### config.mk
export PLATFORM = sky130hd
export DESIGN_NAME = adc_frame_align
export DESIGN_NICKNAME = d
export VERILOG_FILES = /design/src/rtl/adc_frame_align.sv
export SDC_FILE = /design/constraint.sdc
export NUM_CORES = 1
export LEC_CHECK = 0
export ABC_AREA = 1
export CORE_MARGIN = 3
export CORE_UTILIZATION = 25
export CTS_CLUSTER_DIAMETER = 200
export DETAILED_ROUTE_END_ITERATION = 8
export GPL_ROUTABILITY_DRIVEN = 0
export PLACE_DENSITY = 0.38
export SLEW_MARGIN = 15
export SYNTH_ARGS = -nofsm -noshare
export SYNTH_HDL_FRONTEND = slang
export SYNTH_SLANG_ARGS = --single-unit
### constraint.sdc
create_clock -name CLK -period 3 [get_ports CLK]
set_clock_uncertainty 0.15 [all_clocks]
set_input_delay 0.6 -clock CLK [delete_from_list [all_inputs] [get_ports CLK]]
set_output_delay 0.6 -clock CLK [all_outputs]
set_load 0.02 [all_outputs]
### src/rtl/adc_frame_align.sv
// rtl/adc_frame_align.sv - frame-line eye scan, centring and bitslip alignment controller
module adc_frame_align #(
    parameter logic [5:0] PATTERN    = 6'b111000,
    parameter int         MAX_TAP    = 63,
    parameter int         SETTLE_CYC = 16,
    parameter int         CHECK_CYC  = 64,
    parameter int         MIN_WIN    = 4,
    parameter int         MAX_SLIP   = 6
) (
    input  logic       CLK,
    input  logic       RST_N,
    input  logic       START,
    input  logic [5:0] DIN,
    output logic       DINC,
    output logic       DRST,
    output logic       BS,
    output logic [7:0] TAP,
    output logic [7:0] WIN,
    output logic [2:0] SLIPS,
    output logic       BUSY,
    output logic       DONE,
    output logic       ERR
);

    localparam logic [7:0] MAX_TAP_W   = 8'(MAX_TAP);
    localparam logic [6:0] SETTLE_LAST = 7'(SETTLE_CYC - 1);
    localparam logic [6:0] CHECK_LAST  = 7'(CHECK_CYC - 1);
    localparam logic [7:0] MIN_WIN_W   = 8'(MIN_WIN);
    localparam logic [2:0] MAX_SLIP_W  = 3'(MAX_SLIP);

    typedef enum logic [3:0] {
        S_IDLE, S_RSTD, S_SETTLE, S_CHECK, S_INC, S_EVAL,
        S_MOVE, S_MWAIT, S_SETTLE2, S_SLIPCHK, S_FIN
    } state_t;

    state_t     state_q, state_d;
    logic [7:0] tap_q, tap_d;
    logic [7:0] win_q, win_d;
    logic [2:0] slips_q, slips_d;
    logic       err_q, err_d;
    logic [6:0] cnt_q, cnt_d;
    logic [7:0] run_q, run_d;
    logic [7:0] best_q, best_d;
    logic [7:0] bstart_q, bstart_d;
    logic [7:0] target_q, target_d;
    logic [5:0] first_q, first_d;
    logic       dinc_q, dinc_d;
    logic       drst_q, drst_d;
    logic       bs_q, bs_d;
    logic [7:0] run_inc;
    logic       sample_ok;
    logic       tap_end;

    // A word is good if it is any cyclic rotation of the frame pattern
    function automatic logic good_word(input logic [5:0] w);
        logic [5:0] p;
        good_word = 1'b0;
        p = PATTERN;
        for (int i = 0; i < 6; i++) begin
            if (w == p) good_word = 1'b1;
            p = {p[4:0], p[5]};
        end
    endfunction

    // Next-state logic: scan, evaluate, centre, then slip
    always_comb begin
        state_d   = state_q;
        tap_d     = tap_q;
        win_d     = win_q;
        slips_d   = slips_q;
        err_d     = err_q;
        cnt_d     = cnt_q;
        run_d     = run_q;
        best_d    = best_q;
        bstart_d  = bstart_q;
        target_d  = target_q;
        first_d   = first_q;
        dinc_d    = 1'b0;
        drst_d    = 1'b0;
        bs_d      = 1'b0;
        tap_end   = 1'b0;
        run_inc   = run_q + 8'd1;
        sample_ok = good_word(DIN) && ((cnt_q == 7'd0) || (DIN == first_q));

        case (state_q)
            S_IDLE, S_FIN: begin
                if (START) begin
                    state_d = S_RSTD;
                    err_d   = 1'b0;
                end
            end
            S_RSTD: begin
                drst_d   = 1'b1;
                tap_d    = 8'd0;
                run_d    = 8'd0;
                best_d   = 8'd0;
                bstart_d = 8'd0;
                slips_d  = 3'd0;
                cnt_d    = 7'd0;
                state_d  = S_SETTLE;
            end
            S_SETTLE: begin
                if (cnt_q == SETTLE_LAST) begin
                    cnt_d   = 7'd0;
                    state_d = S_CHECK;
                end else begin
                    cnt_d = cnt_q + 7'd1;
                end
            end
            S_CHECK: begin
                if (cnt_q == 7'd0) first_d = DIN;
                if (!sample_ok) begin
                    run_d   = 8'd0;
                    tap_end = 1'b1;
                end else if (cnt_q == CHECK_LAST) begin
                    run_d   = run_inc;
                    tap_end = 1'b1;
                    // strict compare keeps the earliest of equal windows
                    if (run_inc > best_q) begin
                        best_d   = run_inc;
                        bstart_d = tap_q - run_inc + 8'd1;
                    end
                end else begin
                    cnt_d = cnt_q + 7'd1;
                end
                if (tap_end) begin
                    cnt_d   = 7'd0;
                    state_d = (tap_q == MAX_TAP_W) ? S_EVAL : S_INC;
                end
            end
            S_INC: begin
                dinc_d  = 1'b1;
                tap_d   = tap_q + 8'd1;
                state_d = S_SETTLE;
            end
            S_EVAL: begin
                win_d = best_q;
                if (best_q < MIN_WIN_W) begin
                    err_d   = 1'b1;
                    state_d = S_FIN;
                end else begin
                    target_d = bstart_q + (best_q >> 1);
                    drst_d   = 1'b1;
                    tap_d    = 8'd0;
                    state_d  = S_MOVE;
                end
            end
            S_MOVE: begin
                cnt_d = 7'd0;
                if (tap_q == target_q) begin
                    state_d = S_SETTLE2;
                end else begin
                    dinc_d  = 1'b1;
                    tap_d   = tap_q + 8'd1;
                    state_d = S_MWAIT;
                end
            end
            S_MWAIT: begin
                if (cnt_q == SETTLE_LAST) begin
                    cnt_d   = 7'd0;
                    state_d = S_MOVE;
                end else begin
                    cnt_d = cnt_q + 7'd1;
                end
            end
            S_SETTLE2: begin
                if (cnt_q == SETTLE_LAST) begin
                    cnt_d   = 7'd0;
                    state_d = S_SLIPCHK;
                end else begin
                    cnt_d = cnt_q + 7'd1;
                end
            end
            S_SLIPCHK: begin
                if (DIN == PATTERN) begin
                    err_d   = 1'b0;
                    state_d = S_FIN;
                end else if (slips_q == MAX_SLIP_W) begin
                    err_d   = 1'b1;
                    state_d = S_FIN;
                end else begin
                    bs_d    = 1'b1;
                    slips_d = slips_q + 3'd1;
                    cnt_d   = 7'd0;
                    state_d = S_SETTLE2;
                end
            end
            default: state_d = S_IDLE;
        endcase
    end

    // State and datapath registers, cleared asynchronously
    always_ff @(posedge CLK or negedge RST_N) begin
        if (!RST_N) begin
            state_q  <= S_IDLE;
            tap_q    <= 8'd0;
            win_q    <= 8'd0;
            slips_q  <= 3'd0;
            err_q    <= 1'b0;
            cnt_q    <= 7'd0;
            run_q    <= 8'd0;
            best_q   <= 8'd0;
            bstart_q <= 8'd0;
            target_q <= 8'd0;
            first_q  <= 6'd0;
            dinc_q   <= 1'b0;
            drst_q   <= 1'b0;
            bs_q     <= 1'b0;
        end else begin
            state_q  <= state_d;
            tap_q    <= tap_d;
            win_q    <= win_d;
            slips_q  <= slips_d;
            err_q    <= err_d;
            cnt_q    <= cnt_d;
            run_q    <= run_d;
            best_q   <= best_d;
            bstart_q <= bstart_d;
            target_q <= target_d;
            first_q  <= first_d;
            dinc_q   <= dinc_d;
            drst_q   <= drst_d;
            bs_q     <= bs_d;
        end
    end

    assign DINC  = dinc_q;
    assign DRST  = drst_q;
    assign BS    = bs_q;
    assign TAP   = tap_q;
    assign WIN   = win_q;
    assign SLIPS = slips_q;
    assign ERR   = err_q;
    assign DONE  = (state_q == S_FIN);
    assign BUSY  = (state_q != S_IDLE) && (state_q != S_FIN);

endmodule

# Word level (Yosys, flattened, before mapping)
# Index checks and enable logic that the tools add are counted.
# totals
register_bits	72
latchBits	0
ramBits	0
mem_bits_ro	0
input_bits	9
output_inout_bits	25
wordCells	144
mem_count	0
# classes
addsub	7
n_mul	0
n_div	0
magnitude_cmp	2
n_eq_ne	40
shift	0
mux	56
bitwise_logic	1
reduce_logical	24
# op_table
op	n
$mux 8	10
$pmux 8 s2	3
$mux 7	6
$pmux 4 s9	1
$pmux 8 s4	1
$mux 4	7
$pmux 7 s4	1
$ne 2x2->1 const B	13
$add 8x1->8 const B	3
$mux 1	19
$eq 6x6->1 const B	3
$eq 4x3->1 const B	4
$eq 4x4->1 const B	3
$ne 3x3->1 const B	4
$reduce_bool 4->1	3
$reduce_and 5->1	2
$add 8x7->8	1
$eq 4x2->1 const B	2
$eq 8x6->1 const B	1
$eq 8x8->1	1
$gt 8x8->1	1
$lt 8x3->1 const B	1
$reduce_and 4->1	2
$sub 8x8->8	1
other kinds (27)	37

# Longest topological paths before layout
# Gate-level depths: netlist of the first run.
# logic_depth
depth_word	12
ltp_mapped	17
depth_no_buf	16

# Worst setup path before layout of the first run
# No wires, ideal clock.
# synth_path
path_kind	register to register
start	reg run_q[0]
end	reg bstart_q[7]
setup_time_ns	0.117
arrival_ns	2.247
t_required_ns	2.733
slack_ns	0.485
path_stages_with_launch	16
path_buffers	1
period_less_slack_ns	2.515
cell_sequence	dfrtp_1 > ha_1 > nand4_1 > nor2_1 > xor2_1 > inv_1 > ha_1 > nand2_1 > nor2_1 > nand3_1 > nand2_2 > nor2_4 > nand4_4 > buf_4 > nand3_1 > nand2_1
# synth_via
elab_chain_len	7
elab_cells_between_ends	10
classes_between	3 x add/sub; 1 x order compare; 1 x eq/ne; 4 x mux; 1 x reduce/logical
# synth_lines
item	line_no	source
start: declaration	42	logic [7:0] run_q, run_d;
start signal: assignment	216	run_q <= run_d;
$add 8x1->8 *	82	run_inc = run_q + 8'd1;
$sub 8x8->8	121	bstart_d = tap_q - run_inc + 8'd1;
$add 8x1->8	121	
$mux 8	119	if (run_inc > best_q) begin
$mux 8	115	end else if (cnt_q == CHECK_LAST) begin
$mux 8	112	if (!sample_ok) begin
$pmux 8 s2	85	case (state_q)
end signal: assignment	218	bstart_q <= bstart_d;
end: declaration	44	logic [7:0] bstart_q, bstart_d;
# Every way passes the cells marked *; elsewhere a longest branch is shown, timed or not. The select of a mux whose other input is x is not followed.
# A chain may end at the register's enable or synchronous reset.

# Final worst setup path of the first run
# layout_path
start	reg run_q[2]
end	reg best_q[6]
# layout_via
elab_chain_len	5
elab_cells_between_ends	8
classes_between	1 x add/sub; 1 x order compare; 1 x eq/ne; 4 x mux; 1 x reduce/logical
# layout_lines
item	line_no	source
$add 8x1->8 *	82	
parallel branches: the longest is 4 deep, another holds $gt 8x8->1	n/a	
end signal: assignment	217	best_q <= best_d;
end: declaration	43	logic [7:0] best_q, best_d;
# Mark *: on every way between the ends. The select of a mux whose other input is x is not followed.

==> results of run 1 <==
[power groups by stage]
stage               combinational (mW)  clock (mW)  sequential (mW)
floorplan                       0.0893           0            0.998
global placement                 0.157           0            0.999
detailed placement               0.156           0            0.999
CTS                              0.157        1.40            0.981
global route                     0.178        1.43            0.982
finish                           0.153        1.35            0.982
[cell usage after synthesis, drive strengths merged]
master / n / area, um2
a31oi: 1 / 6.26
o21bai: 1 / 7.51
nand3: 70 / 365
buf: 7 / 41.3
xnor2: 8 / 70.1
fa: 2 / 40.0
or2: 4 / 25.0
o21a: 3 / 22.5
nand2: 241 / 920
a21oi: 15 / 75.1
nand4: 15 / 109
nand3b: 5 / 37.5
o211ai: 1 / 7.51
and3: 1 / 6.26
nor3: 12 / 60.1
o22ai: 1 / 6.26
a21o: 1 / 7.51
clkbuf: 8 / 30.0
nor2: 48 / 220
inv: 93 / 349
o21ai: 31 / 155
dfrtp: 72 / 1800
xor2: 9 / 78.8
a31o: 1 / 8.76
clkinv: 1 / 3.75
ha: 34 / 425
[per-layer routing]
metal / GRT usage / vias up / wire length, um
li1: - / 2263 / -
met1: 0.170 / 2030 / 6490
met2: 0.223 / 53 / 6420
met3: 0.0343 / 14 / 479
met4: 0.0480 / 0 / 250
met5: 0 / - / 0
[path summary, 6_finish.rpt]
path | to | cells past startpoint | from
max reg2reg | best_q[6] | 14 | run_q[2]
max | best_q[6] | 14 | run_q[2]
min in group CLK | WIN[0] | 2 | WIN[0]
max in group asynchronous | state_q[1] | 2 | RST_N
min | WIN[2] | 1 | RST_N
min reg2reg | WIN[0] | 2 | WIN[0]
[critical path: cells and delay by family (launching register included)]
kind | cells | cell delay, ns
buf+inv | 2 | 0.30
fa+ha+maj | 1 | 0.30
simple gates | 11 | 1.43
flops | 1 | 0.43
[sequential cells by signal, indices dropped and copies added, names as in the netlist]
name,count
TAP,8
WIN,8
best_q,8
bstart_q,8
run_q,8
target_q,8
cnt_q,7
first_q,6
state_q,4
SLIPS,3
BS,1
DINC,1
DRST,1
ERR,1
[kinds of logic (layout without fill, tap and decap cells)]
logic type / count (synthesis) / after routing / share of synthesized area
flops: 72 / 72 / 0.369
buf+inv: 109 / 154 / 0.0869
compound gates: 55 / 55 / 0.0608
fa+ha+maj: 36 / 36 / 0.0954
simple gates: 396 / 396 / 0.357
xor+xnor: 17 / 17 / 0.0305
[area by class of cell]
| cell class | count | area [um2] |
|---|---|---|
| clock buffers | 9 | 225 |
| clock inverters | 7 | 144 |
| fillers | 2032 | 13000 |
| inverters | 94 | 353 |
| multi-input cells | 504 | 2660 |
| flip-flops and latches | 72 | 1800 |
| well taps | 260 | 325 |
| repair buffers | 44 | 435 |
[stage by stage]
step,setup slack [ns],cells,hold WS [ns]
final,0.271,990,0.0584
after global routing,0.0181,990,0.0915
after CTS,0.126,988,0.0650
after detailed placement,0.133,972,0.312
after global placement,0.103,972,0.322
after floorplan,0.485,685,0.154
[what timing repair did]
action                                 4_1_cts  5_1_grt
resized for setup                            0        1
setup endpoints to repair                    0       11
buffers inserted                             0        2
endpoints found under the hold margin        0        0
==> flow_summary.ini, run 1 <==
[setup_path]
cpPeakStageDelay_ns = 0.43
crit_required_ns = 3.09
critPathCaptureType = flip-flop
ff2ff_setup_slack_ns = 0.27
cp_common_cell = nand2_1
crit_fanout = 13
arrival_ns = 2.82
critPathSlowestCell = dfrtp_1
crit_chain = and3_1, or2_2, nand2_1, inv_1, ha_1, nand2_1, nor2_1, nand3_1, nand2_2, nor2_4, nand4_4, buf_12, nand3_1, nand2_1
worstSetupPathType = flip-flop to flip-flop
start_kind = flip-flop

[routing]
routed_wl_um = 13600
drc_errors = 0
via_per_inst = 4.40
wl_per_cell_um = 13.8
ant_nets = 0
vias = 4360
firstDrtPassIters = 6
first_iter_violations = 191

[clock_network]
htree_levels = 3
cts_inserted_buffers = 9
clock_path_buffers = 2
clk_latency_ns = 0.35
cts_tree = built
hold_buffers = 0
cts-root-buf = clkbuf_16
cts.sinks = 72
path_clk_slew_ns = 0.06

[global_route]
antenna_found_initial = 0
grt_max_degree = 42
grt_overflow = 0
grt_use_total = 0.135
grt_pass1_wl_um = 22700
grt_pass1_vias = 4367

[layout]
syn_to_final_growth_pct = 21.8
utilization = 0.314
fin_area_um2 = 5940
mostFrequentLayoutCells = 235 x nand2_1, 81 x inv_1, 72 x dfrtp_1, 67 x nand3_1, 40 x nor2_1
drive_gt1_frac = 0.0836
final_common_cell = nand2_1
final_nets = 770
n_antenna_cell = 0

[placed_design]
io_buffer_count = 33
placed_area_um2 = 5540
post-dp-hpwl_um = 10400

[pwr]
worst_ir_drop_vdd_uv = 261
powerDensity_nw_per_um2 = 417
switching_share = 0.222
power_switching_mw = 0.550
p_seq_frac = 0.396
p_int_mw = 1.93
clkPwrFrac = 0.542
power_frac_comb = 0.062
p_total_mw = 2.48
cellLeakagePower_nw = 3.13

[run_status]
outcome = finished clean

[sta]
finalSetupViolCount = 0
drv_slew = 0
rsz0062_at_grt = false
min_period_ns = 2.73
timing.fmax_mhz = 366
slew-limit-headroom = 0.674
finalSetupTns_ns = 0
period_share = 0.910
hold_violations = 0
tightest_slew_ns = 0.489

[logic_synthesis]
syn-num-nets = 730
ys_seq_area_frac = 0.369
syn_inst = 685
synth-seq-cells = 72
syn_avg_cell_area_um2 = 7.12
syn-cell-area_um2 = 4880
yosys_warnings = 0
synth.distinct_cells = 37

[floorplanning]
dieArea_um2 = 21200
core_um2 = 19000
start_util = 0.257
fp.dieW_um = 146
die_h_um = 146
fp-row-count = 50
io_pins = 34

[hold_path]
hp-class = input port to asynchronous set/reset pin

[job]
maxCapViolCount = 0
No activity file was read; power rests on OpenSTA's default activity.
==> inputs of run 2 (changes only) <==
--- a/config.mk
+++ b/config.mk
@@ -8,11 +8,12 @@
 export ABC_AREA = 1
 export CORE_MARGIN = 3
 export CORE_UTILIZATION = 25
+export CTS_BUF_LIST = sky130_fd_sc_hd__clkbuf_2 sky130_fd_sc_hd__clkbuf_4 sky130_fd_sc_hd__clkbuf_8
 export CTS_CLUSTER_DIAMETER = 200
 export DETAILED_ROUTE_END_ITERATION = 8
 export GPL_ROUTABILITY_DRIVEN = 0
 export PLACE_DENSITY = 0.38
-export SLEW_MARGIN = 15
+export SLEW_MARGIN = 20
 export SYNTH_ARGS = -nofsm -noshare
 export SYNTH_HDL_FRONTEND = slang
 export SYNTH_SLANG_ARGS = --single-unit
==> constraint.sdc (replaced) <==
create_clock -name CLK -period 2.9 [get_ports CLK]
set_clock_uncertainty 0.15 [all_clocks]
set_input_delay 0.58 -clock CLK [delete_from_list [all_inputs] [get_ports CLK]]
set_output_delay 0.58 -clock CLK [all_outputs]
set_load 0.02 [all_outputs]
==> run 2 against run 1 <==
Register-to-register slack got worse by 0.12 ns. Critical path depth rose by 2. Largest cell class unchanged. Routed wire length rose by 2.9%. Final cell count rose by 0.40%. Global-route usage rose by 0.054 points. Critical path type unchanged. Count of clock-buffer cells in the layout rose by 1. Flip-flop and latch count did not move.
==> flow_summary.ini, run 2 (synthesis gave the netlist of run 1 again) <==
[run_status]
outcome = finished clean

[setup_path]
crit_fanout = 6
start_kind = flip-flop
worstSetupPathType = flip-flop to flip-flop
crit_required_ns = 3.02
critPathCaptureType = flip-flop
arrival_ns = 2.87

[routing]
wl_per_cell_um = 14.1
ant_nets = 0
firstDrtPassIters = 4
first_iter_violations = 176
drc_errors = 0
via_per_inst = 4.36
routed_wl_um = 14000
vias = 4334

[layout]
final_common_cell = nand2_1
final_cells = 994
fin_area_um2 = 5940
drive_gt1_frac = 0.104
utilization = 0.313
syn_to_final_growth_pct = 21.7
final_nets = 774
n_antenna_cell = 0
mostFrequentLayoutCells = 231 x nand2_1, 81 x inv_1, 71 x dfrtp_1, 67 x nand3_1, 39 x nor2_1

[sta]
min_period_ns = 2.75
finalSetupTns_ns = 0
period_share = 0.947
slew-limit-headroom = 0.668
rsz0062_at_grt = false
drv_slew = 0
finalSetupViolCount = 0
timing.fmax_mhz = 364
hold_violations = 0
tightest_slew_ns = 0.498

[floorplanning]
dieArea_um2 = 21200
fp-row-count = 50
fp.dieW_um = 146
io_pins = 34
core_um2 = 19000
start_util = 0.257
die_h_um = 146

[clock_network]
cts_tree = built
cts-root-buf = clkbuf_8
path_clk_slew_ns = 0.09
htree_levels = 3
cts_inserted_buffers = 9
clk_latency_ns = 0.37
clock_path_buffers = 2
cts.sinks = 72
hold_buffers = 0

[placed_design]
placed_area_um2 = 5550
post-dp-hpwl_um = 10400
io_buffer_count = 33
dp_cells = 973

[global_route]
grt_pass1_vias = 4269
grt_pass1_wl_um = 22900
antenna_found_initial = 0
grt_use_total = 0.135
grt_max_degree = 41
grt_overflow = 0

[pwr]
worst_ir_drop_vdd_uv = 173
p_total_mw = 2.23
powerDensity_nw_per_um2 = 375
cellLeakagePower_nw = 3.10

[job]
maxCapViolCount = 0

[hold_path]
hp-class = input port to asynchronous set/reset pin
-- run 2: layout make-up --
| class | count | area [um2] |
|---|---|---|
| clock buffers | 10 | 138 |
| clock inverters | 6 | 115 |
| fillers | 2086 | 13000 |
| inverters | 94 | 353 |
| multi-input cells | 504 | 2720 |
| flip-flops and latches | 72 | 1800 |
| well taps | 260 | 325 |
| repair buffers | 48 | 487 |
-- run 2: what timing repair did --
item | 4_1_cts | 5_1_grt
cloned | 0 | 1
resized for setup | 1 | 14
endpoints found under the setup margin | 10 | 16
pin swaps | 0 | 5
buffers inserted | 2 | 2
-- run 2: per-stage QoR --
stage          hold slack [ns]  setup slack (ns)
2_1_floorplan            0.134             0.385
3_3_place_gp             0.319            -0.137
5_1_grt                 0.0348           0.00870
6_report               0.00338             0.153
3_5_place_dp             0.324            -0.128
4_1_cts                 0.0183            0.0424
-- run 2: path summary, 6_finish.rpt --
kind / start / end / slack [ns] / depth (start not counted)
setup reg to reg: run_q[0] / bstart_q[0] / 0.15 / 16
hold / removal: RST_N / WIN[4] / 0.003 / 1
setup / recovery: run_q[0] / bstart_q[0] / 0.15 / 16
min in group CLK: WIN[0] / WIN[0] / 0.34 / 2
max in group asynchronous: RST_N / TAP[7] / 2.01 / 2
hold reg to reg: WIN[0] / WIN[0] / 0.34 / 2
-- run 2: layer usage --
| metal | track usage | routed length [um] | vias to the layer above |
|---|---|---|---|
| li1 | - | - | 2271 |
| met1 | 0.187 | 6960 | 1991 |
| met2 | 0.216 | 6430 | 62 |
| met3 | 0.0255 | 471 | 10 |
| met4 | 0.0389 | 175 | 0 |
| met5 | 0 | 0 | - |
-- run 2: power breakdown --
group | internal [mW] | switching [mW]
Clock | 0.600 | 0.447
Sequential | 1.01 | 0.00581
Combinational | 0.0636 | 0.103
Total | 1.67 | 0.556
-- run 2: critical path: stages, from the launching register on --
cell and delay, ns:
dfrtp_1 0.40, buf_4 0.18, and3_4 0.21, or2_2 0.30, nand2_4 0.08, inv_1 0.08, ha_4 0.28, nand2_2 0.05
inv_1 0.04, nand2_1 0.04, nand2_1 0.05, nand2_1 0.04, nand2_1 0.16, nand4_4 0.23, clkbuf_16 0.23, nand3_1 0.07
nand2_1 0.05
==> inputs of run 3 (changes only) <==
--- a/config.mk
+++ b/config.mk
@@ -6,13 +6,15 @@
 export NUM_CORES = 1
 export LEC_CHECK = 0
 export ABC_AREA = 1
+export CELL_PAD_IN_SITES_DETAIL_PLACEMENT = 1
+export CELL_PAD_IN_SITES_GLOBAL_PLACEMENT = 1
 export CORE_MARGIN = 3
 export CORE_UTILIZATION = 25
 export CTS_BUF_LIST = sky130_fd_sc_hd__clkbuf_2 sky130_fd_sc_hd__clkbuf_4 sky130_fd_sc_hd__clkbuf_8
 export CTS_CLUSTER_DIAMETER = 200
 export DETAILED_ROUTE_END_ITERATION = 8
 export GPL_ROUTABILITY_DRIVEN = 0
-export PLACE_DENSITY = 0.38
+export PLACE_DENSITY = 0.49
 export SLEW_MARGIN = 20
 export SYNTH_ARGS = -nofsm -noshare
 export SYNTH_HDL_FRONTEND = slang
==> run 3 against run 2 <==
Via count rose by 3.6%. First-iteration DRC count fell by 3.4%. Largest power group is now registers. Die area did not move. Flip-flop and latch count did not move.
==> flow_summary.ini, run 3 (synthesis gave the netlist of run 1 again) <==
[run_status]
outcome = finished clean

[clock_network]
cts-root-buf = clkbuf_8
htree_levels = 3
path_clk_slew_ns = 0.07
cts_inserted_buffers = 9
cts.sinks = 72
clock_path_buffers = 2
cts_tree = built
clk_latency_ns = 0.38

[routing]
ant_nets = 0
drc_errors = 0
first_iter_violations = 170
firstDrtPassIters = 4
via_per_inst = 4.50
vias = 4491
wl_per_cell_um = 15.5
routed_wl_um = 15500

[sta]
rsz0062_at_grt = false
finalSetupViolCount = 0
period_share = 0.920
drv_slew = 0
holdWs_ns = 0.335
slew-limit-headroom = 0.695
finalSetupTns_ns = 0
tightest_slew_ns = 0.456
hold_violations = 0
setup_slack_ns = 0.232
timing.fmax_mhz = 375
min_period_ns = 2.67

[layout]
fillers = 2359
multi_input_area_um2 = 2660
mostFrequentLayoutCells = 235 x nand2_1, 81 x inv_1, 70 x dfrtp_1, 67 x nand3_1, 40 x nor2_1
n_antenna_cell = 0
final_nets = 780
seqCellArea_um2 = 1800
drive_gt1_frac = 0.0949
syn_to_final_growth_pct = 19.4
final_common_cell = nand2_1

[hold_path]
hold_depth = 2
hp-class = flip-flop to flip-flop
min_from = WIN[0]

[placed_design]
io_buffer_count = 33
post-dp-hpwl_um = 12000
pre_cts_ws_ns = 0.0640

[pwr]
cellLeakagePower_nw = 3.08
powerDensity_nw_per_um2 = 332
worst_ir_drop_vdd_uv = 191

[job]
maxCapViolCount = 0

[global_route]
antenna_found_initial = 0
grt_pass1_vias = 4635
grt_use_total = 0.150
grt_overflow = 0
grt_max_degree = 73
grt_pass1_wl_um = 25400

[floorplanning]
die_h_um = 146
fp-row-count = 50
dieArea_um2 = 21200
fp.dieW_um = 146
start_util = 0.257
core_um2 = 19000
io_pins = 34

[setup_path]
arrival_ns = 1.94
worstSetupPathType = flip-flop to output pin
ff2ff_setup_slack_ns = 0.27
reg2reg_depth = 11
startpoint = state_q[2]
critPathCaptureType = output pin
crit_fanout = 5
rr_startpoint = run_q[0]
start_kind = flip-flop
crit_required_ns = 2.17
## run 3: report_power, final
part | internal [mW] | leakage (nW) | switching (mW)
clock network | 0.353 | 0.0896 | 0.402
registers | 1.01 | 0.934 | 0.00673
logic | 0.0619 | 2.06 | 0.101
## run 3: area by class of cell
| cell class | instances | share of cell area |
|---|---|---|
| multi-input cells | 504 | 0.456 |
| inverters | 94 | 0.0606 |
| repair buffers | 54 | 0.0893 |
| clock inverters | 1 | 0.000859 |
| clock buffers | 13 | 0.0275 |
| well taps | 260 | 0.0558 |
| flip-flops and latches | 72 | 0.310 |
## run 3: path summary, 6_finish.rpt
kind,end
min reg2reg,WIN[0]
max in group asynchronous,DINC
min,WIN[0]
min in group asynchronous,WIN[7]
max reg2reg,bstart_q[5]
max,BUSY
## run 3: worst max-delay path, stage by stage, from the launching register on
cell and delay (ns):
dfrtp_1 0.46, nor2_2 0.20, inv_2 0.07, o21ai_1 0.20, inv_2 0.09, clkdlybuf4s50_1 0.55
## run 3: metal layers
| layer | GRT usage | part of all wire | vias to the layer above |
|---|---|---|---|
| li1 | - | - | 2275 |
| met1 | 0.204 | 0.50 | 2177 |
| met2 | 0.247 | 0.47 | 31 |
| met3 | 0.0311 | 0.021 | 8 |
| met4 | 0.0285 | 0.0079 | 0 |
| met5 | 0 | 0 | - |
## run 3: through the flow
stage                util  power [mW]  cells  area (um2)
finish              0.307        1.93    998        5830
floorplan               -        1.12    685        4880
detailed placement  0.294        1.19    978        5570
CTS                 0.303        1.97    992        5740
global placement    0.294        1.19    978        5570
global route        0.307        2.03    998        5830
## run 3: repair_timing
action | 4_1_cts | 5_1_grt
gates resized for setup | 0 | 3
hold buffers | 0 | 1
setup endpoints to repair | 0 | 16
setup buffers | 0 | 4
endpoints found under the hold margin | 0 | 1
